===== src/rtl/t05_sd_block_rx.sv =====
// t05_sd_block_rx: SD multi-block read receiver with token hunt, FIFO output and CRC check.
// Define T05_BLOCK_RX_CRC_EN to build the CRC16-CCITT data check.
module t05_sd_block_rx #(
  parameter int FIFO_DEPTH    = 4,
  parameter int TOKEN_TIMEOUT = 255
) (
  input  logic       clk,
  input  logic       rst,
  input  logic       start,
  input  logic [7:0] num_blocks,
  input  logic [7:0] byte_in,
  input  logic       byte_valid,
  output logic       byte_req,
  output logic       read_stop,
  output logic [7:0] data_out,
  output logic       data_valid,
  input  logic       data_ready,
  output logic       busy,
  output logic       done,
  output logic       timeout_err,
  output logic       crc_err,
  output logic [7:0] block_idx
);
  localparam int AW = $clog2(FIFO_DEPTH);
  localparam int HW = $clog2(TOKEN_TIMEOUT + 1);
  typedef enum logic [2:0] {IDLE, HUNT, DATA, CRC_HI, CRC_LO, STOP} state_t;
  state_t        state_q;
  logic [7:0]    mem_q [FIFO_DEPTH];
  logic [AW-1:0] wr_q, rd_q;
  logic [AW:0]   cnt_q, cnt_d;
  logic [HW-1:0] hunt_q;
  logic [8:0]    bcnt_q;
  logic [7:0]    nb_q, idx_q;
  logic          pend_q, req_q, stop_q, done_q, tout_q;
  logic          take, push, pop, full, can_req;
  assign take       = pend_q & byte_valid;
  assign push       = take & (state_q == DATA);
  assign pop        = (cnt_q != '0) & data_ready;
  assign full       = cnt_q == (AW+1)'(FIFO_DEPTH);
  assign cnt_d      = cnt_q + (AW+1)'(push) - (AW+1)'(pop);
  // a new request only goes out once the previous byte has landed and there is room for it
  assign can_req    = (state_q != IDLE) & (state_q != STOP) & ~pend_q & ~full;
  assign byte_req   = req_q;
  assign read_stop  = stop_q;
  assign done       = done_q;
  assign timeout_err = tout_q;
  assign block_idx  = idx_q;
  assign busy       = state_q != IDLE;
  assign data_valid = cnt_q != '0;
  assign data_out   = data_valid ? mem_q[rd_q] : 8'h00;
  always_ff @(posedge clk) if (push) mem_q[wr_q] <= byte_in;
  always_ff @(posedge clk) begin
    if (rst) begin
      wr_q  <= '0;
      rd_q  <= '0;
      cnt_q <= '0;
    end else begin
      wr_q  <= push ? wr_q + AW'(1) : wr_q;
      rd_q  <= pop ? rd_q + AW'(1) : rd_q;
      cnt_q <= cnt_d;
    end
  end
  always_ff @(posedge clk) begin
    if (rst) begin
      state_q <= IDLE;
      pend_q  <= 1'b0;
      req_q   <= 1'b0;
      stop_q  <= 1'b0;
      done_q  <= 1'b0;
      tout_q  <= 1'b0;
      hunt_q  <= '0;
      bcnt_q  <= '0;
      nb_q    <= '0;
      idx_q   <= '0;
    end else begin
      req_q  <= can_req;
      done_q <= 1'b0;
      pend_q <= can_req ? 1'b1 : take ? 1'b0 : pend_q;
      case (state_q)
        IDLE: if (start) begin
          if (num_blocks != 8'd0) begin
            nb_q    <= num_blocks;
            idx_q   <= '0;
            tout_q  <= 1'b0;
            hunt_q  <= '0;
            state_q <= HUNT;
          end else done_q <= 1'b1;
        end
        HUNT: if (take) begin
          if (byte_in == 8'hFE) begin
            hunt_q  <= '0;
            state_q <= DATA;
          end else begin
            hunt_q <= hunt_q + HW'(byte_in == 8'hFF);
            if (byte_in != 8'hFF || hunt_q == HW'(TOKEN_TIMEOUT - 1)) begin
              tout_q  <= 1'b1;
              stop_q  <= 1'b1;
              state_q <= STOP;
            end
          end
        end
        DATA: if (take) begin
          bcnt_q <= bcnt_q + 9'd1;
          if (&bcnt_q) state_q <= CRC_HI;
        end
        CRC_HI: if (take) state_q <= CRC_LO;
        CRC_LO: if (take) begin
          idx_q <= idx_q + 8'd1;
          if (idx_q + 8'd1 == nb_q) begin
            stop_q  <= 1'b1;
            state_q <= STOP;
          end else state_q <= HUNT;
        end
        STOP: if (cnt_q == '0) begin
          stop_q  <= 1'b0;
          done_q  <= 1'b1;
          state_q <= IDLE;
        end
        default: state_q <= IDLE;
      endcase
    end
  end
`ifdef T05_BLOCK_RX_CRC_EN
  logic [15:0] crc_q;
  logic [7:0]  hi_q;
  logic        cerr_q;
  function automatic logic [15:0] crc_upd(input logic [15:0] c, input logic [7:0] b);
    logic [15:0] r;
    r = c ^ {b, 8'h00};
    for (int i = 0; i < 8; i++) r = r[15] ? {r[14:0], 1'b0} ^ 16'h1021 : {r[14:0], 1'b0};
    return r;
  endfunction
  always_ff @(posedge clk) begin
    if (rst) begin
      crc_q  <= '0;
      hi_q   <= '0;
      cerr_q <= 1'b0;
    end else begin
      if (state_q == IDLE && start && num_blocks != 8'd0) cerr_q <= 1'b0;
      if (state_q == HUNT) crc_q <= '0;
      if (push) crc_q <= crc_upd(crc_q, byte_in);
      if (take && state_q == CRC_HI) hi_q <= byte_in;
      if (take && state_q == CRC_LO && crc_q != {hi_q, byte_in}) cerr_q <= 1'b1;
    end
  end
  assign crc_err = cerr_q;
`else
  assign crc_err = 1'b0;
`endif
endmodule

===== config.mk =====
export PLATFORM = sky130hd
export DESIGN_NAME = t05_sd_block_rx
export DESIGN_NICKNAME = d
export VERILOG_FILES = /design/src/rtl/t05_sd_block_rx.sv
export SDC_FILE = /design/constraint.sdc
export NUM_CORES = 1
export LEC_CHECK = 0
export BUFFER_PORTS_ARGS = -buffer_cell sky130_fd_sc_hd__buf_2
export CORE_MARGIN = 1
export CORE_UTILIZATION = 50
export CTS_CLUSTER_DIAMETER = 30
export DETAILED_ROUTE_END_ITERATION = 8
export GPL_ROUTABILITY_DRIVEN = 0
export PLACE_DENSITY = 0.72
export SLEW_MARGIN = 20
export SYNTH_ARGS = -nofsm -noshare
export SYNTH_HDL_FRONTEND = slang
export SYNTH_SLANG_ARGS = --single-unit

===== constraint.sdc =====
create_clock -name clk -period 2.91 [get_ports clk]
set_input_delay 0.291 -clock clk [delete_from_list [all_inputs] [get_ports clk]]
set_output_delay 0.291 -clock clk [all_outputs]
set_load 0.01 [all_outputs]

==> results.sh <==
export IMPL_status="complete, no violations"
export IMPL_use_met1_pct=24.5
export IMPL_globalRouteTotalUtil_pct=20.2
export IMPL_max_vdd_ir_drop_mv=0.296
export IMPL_cts_buffer_depth=2
export IMPL_arrival_ns=2.60
export IMPL_die_w_um=91.3
export IMPL_drc=0
export IMPL_critPathTopFamily="adder cells"
export IMPL_maxCapViolCount=0
export IMPL_post_drt_via_cell_ratio=5.59
export IMPL_num_antenna_cells=0
export IMPL_rsz0062_at_grt="no"
export IMPL_synth_seq_cells=82
export IMPL_start_util_pct=51.6
export IMPL_synth_net_count=414
export IMPL_grt_overflow=0
export IMPL_io_buffers=42
export IMPL_slew_violations=0
export IMPL_grt_use_met2_pct=34.4
export IMPL_clkLatencyLatePin_ns=0.35
export IMPL_dr_pass1_iters=4
export IMPL_power_density_nw_per_um2=697
export IMPL_setup_worst_path_class="reg2reg"
export IMPL_dpl_hpwl_um=5390
export IMPL_finalHoldViolations=0
export IMPL_cts_hold_buf=0
export IMPL_post_cts_buffers=0
export IMPL_timing_final_crit_share_pct=82.1
export IMPL_numCtsBuffers=9
export IMPL_leakage_nw=1.63
export IMPL_yosysSeqAreaShare_pct=49.2
export IMPL_use_met3_pct=4.94
export IMPL_clockRootBuffer="clkbuf_8"
export IMPL_grt_pass1_vias=2842
export IMPL_core_area_um2=7730
export IMPL_required_ns=3.13
export IMPL_vias=2940
export IMPL_syn_inst=381
export IMPL_antenna_found_initial=0
export IMPL_totalWireLength_um=7730
export IMPL_htree_levels=3
export IMPL_final_nets=452
export IMPL_die_h_um=91.3
export IMPL_cts_sinks=82
export IMPL_critPathSlowestCell="dfxtp_1"
export IMPL_cts_repair_resized=0
export IMPL_syn_to_final_growth_pct=11.5
export IMPL_fin_crit_ns=2.39
export IMPL_crit_fanout=15
export IMPL_tightestPinTransition_ns=0.784
export IMPL_crit_buf_inv=2
export IMPL_tns_ns=0
export IMPL_setup_viol=0
export IMPL_hold_class="in2reg"
export IMPL_top_usage_layer="met2"
export IMPL_wl_per_cell_um=14.7
export IMPL_grt_pass1_wl_um=13100
export IMPL_synth_cell_area_um2=3980
export IMPL_initialDrtViolationCount=89
export IMPL_synth_ff_type="dfxtp_1"
export IMPL_ant_nets=0
export IMPL_boundaryPins=44
export IMPL_design_die_area_um2=8330
export IMPL_synth_cell_types=64
export IMPL_relSlewSlack_pct=47.7
export IMPL_post_route_util_pct=57.5
export IMPL_synth_edff_count=32
export IMPL_drive_gt1_share_pct=18.9
export IMPL_cp_slowest_stage_delay_ns=0.46
export IMPL_cts_tree="done"
export IMPL_yosysWarningCount=0
export IMPL_worstSetupStartpointType="flop"
export IMPL_crit_path_cell_trace="nor4b_2, inv_2, ha_1, inv_1, ha_1, fa_1, xnor2_1, xnor2_1, nor2_1"
export IMPL_timing_fmax_ghz=0.419
export IMPL_finalClockSkew_ns=0.00859
export IMPL_grt_max_degree=43
export IMPL_synth_async_reset_ratio_pct=0
export IMPL_cp_end_kind="flop"
export IMPL_rows=32
export IMPL_syn_area_per_cell_um2=10.5
export IMPL_clkTransAtPathRegs_ns=0.08
==> layer usage <==
| metal | share of wire (%) | vias up |
|---|---|---|
| met5 | 0 | - |
| met1 | 46 | 1414 |
| li1 | - | 1448 |
| met3 | 4.2 | 10 |
| met2 | 48 | 68 |
| met4 | 1.7 | 0 |
==> final cells by class <==
cell class | instances | area (um^2)
clock buffers | 12 | 135
clock inverters | 4 | 51.3
fillers | 681 | 3280
inverters | 12 | 45.0
multi-input cells | 267 | 1870
flip-flops and latches | 82 | 1960
well taps | 102 | 128
repair buffers | 47 | 248
==> worst paths after layout <==
kind	slack, ns	end	from	depth (start not counted)
max	0.52	cnt_q[2]	state_q[0]	9
min	0.17	mem_q[0][2]	byte_in[2]	1
max reg2reg	0.52	cnt_q[2]	state_q[0]	9
min reg2reg	0.47	bcnt_q[8]	bcnt_q[8]	2
==> cells by family after synthesis <==
kind of cell	Yosys count	synth area share, %
buf+inv	32	3.71
mux	16	6.53
other cells	1	0.0941
xor+xnor	25	5.50
simple gates	145	18.9
fa+ha+maj	12	3.96
compound gates	68	12.1
flops	82	49.2
==> power breakdown <==
group | total (W) | switching, W | internal (W)
registers | 0.00141 | 0.000130 | 0.00128
logic | 0.000890 | 0.000462 | 0.000428
clock network | 0.000798 | 0.000398 | 0.000399
total | 0.00310 | 0.000990 | 0.00211
==> synth_stat cells, types with 2 or more instances <==
cell type | number | area (um^2)
a31oi_1 | 3 | 18.8
nor2b_1 | 5 | 31.3
inv_1 | 11 | 41.3
a21oi_1 | 23 | 115
and2_1 | 15 | 93.8
nand3_1 | 11 | 55.1
or4_1 | 3 | 22.5
o2111ai_1 | 5 | 43.8
a211oi_1 | 2 | 15.0
nand2_1 | 23 | 86.3
buf_2 | 6 | 30.0
or3_1 | 5 | 31.3
nand2b_1 | 3 | 18.8
a311oi_1 | 2 | 17.5
buf_1 | 2 | 7.51
nor3_1 | 11 | 55.1
xnor2_1 | 12 | 105
ha_1 | 11 | 138
mux4_2 | 8 | 180
o21ai_0 | 10 | 50.1
nor2_1 | 45 | 169
and3_1 | 3 | 18.8
nand3b_1 | 4 | 30.0
nand4_1 | 3 | 18.8
xor2_1 | 13 | 114
dfxtp_1 | 50 | 1000
buf_6 | 2 | 22.5
edfxtp_1 | 32 | 961
clkbuf_1 | 8 | 30.0
mux2i_1 | 8 | 80.1
nor4_1 | 3 | 18.8
or2_1 | 2 | 12.5
a21o_1 | 2 | 15.0
o31ai_1 | 2 | 15.0
a2111oi_0 | 2 | 17.5
o211ai_1 | 3 | 22.5
==> metrics by stage <==
step | hold WS (ns) | worst slack, ns | area [um^2] | total power, W | cells
after CTS | 0.159 | 0.511 | 4440 | 0.00313 | 526
after floorplan | 0.390 | 0.456 | 3980 | 0.00207 | 381
after detailed placement | 0.465 | 0.527 | 4260 | 0.00233 | 510
after global placement | 0.446 | 0.603 | 4260 | 0.00231 | 510
after global routing | 0.157 | 0.371 | 4440 | 0.00329 | 526
final | 0.173 | 0.522 | 4440 | 0.00310 | 526
==> cells in the final DEF, fill, tap and decap left out, types with 3 or more instances in the layout <==
| cell type | netlist | layout |
|---|---|---|
| dfxtp_1 | 50 | 50 |
| nor2_1 | 45 | 45 |
| buf_2 | 6 | 42 |
| edfxtp_1 | 32 | 32 |
| nand2_1 | 23 | 23 |
| a21oi_1 | 23 | 23 |
| and2_1 | 15 | 15 |
| xor2_1 | 13 | 13 |
| xnor2_1 | 12 | 12 |
| inv_1 | 11 | 11 |
| nand3_1 | 11 | 11 |
| nor3_1 | 11 | 11 |
| ha_1 | 11 | 11 |
| o21ai_0 | 10 | 10 |
| clkbuf_8 | 0 | 9 |
| mux4_2 | 8 | 8 |
| mux2i_1 | 8 | 8 |
| or3_1 | 5 | 5 |
| nor2b_1 | 5 | 5 |
| o2111ai_1 | 5 | 5 |
| buf_4 | 1 | 5 |
| nand3b_1 | 4 | 4 |
| nand4_1 | 3 | 3 |
| and3_1 | 3 | 3 |
| or4_1 | 3 | 3 |
| nand2b_1 | 3 | 3 |
| nor4_1 | 3 | 3 |
| o211ai_1 | 3 | 3 |
| a31oi_1 | 3 | 3 |
| clkbuf_1 | 8 | 3 |
==> state kept, by name, indices dropped and copies added, names as in the netlist, 2 cells and up, named ones only <==
name / flops
bcnt_q: 9
block_idx: 8
cnt_q: 3
hunt_q: 8
mem_q: 32
nb_q: 8
rd_q: 2
state_q: 3
wr_q: 2
Power figures use the tool's default switching activity.
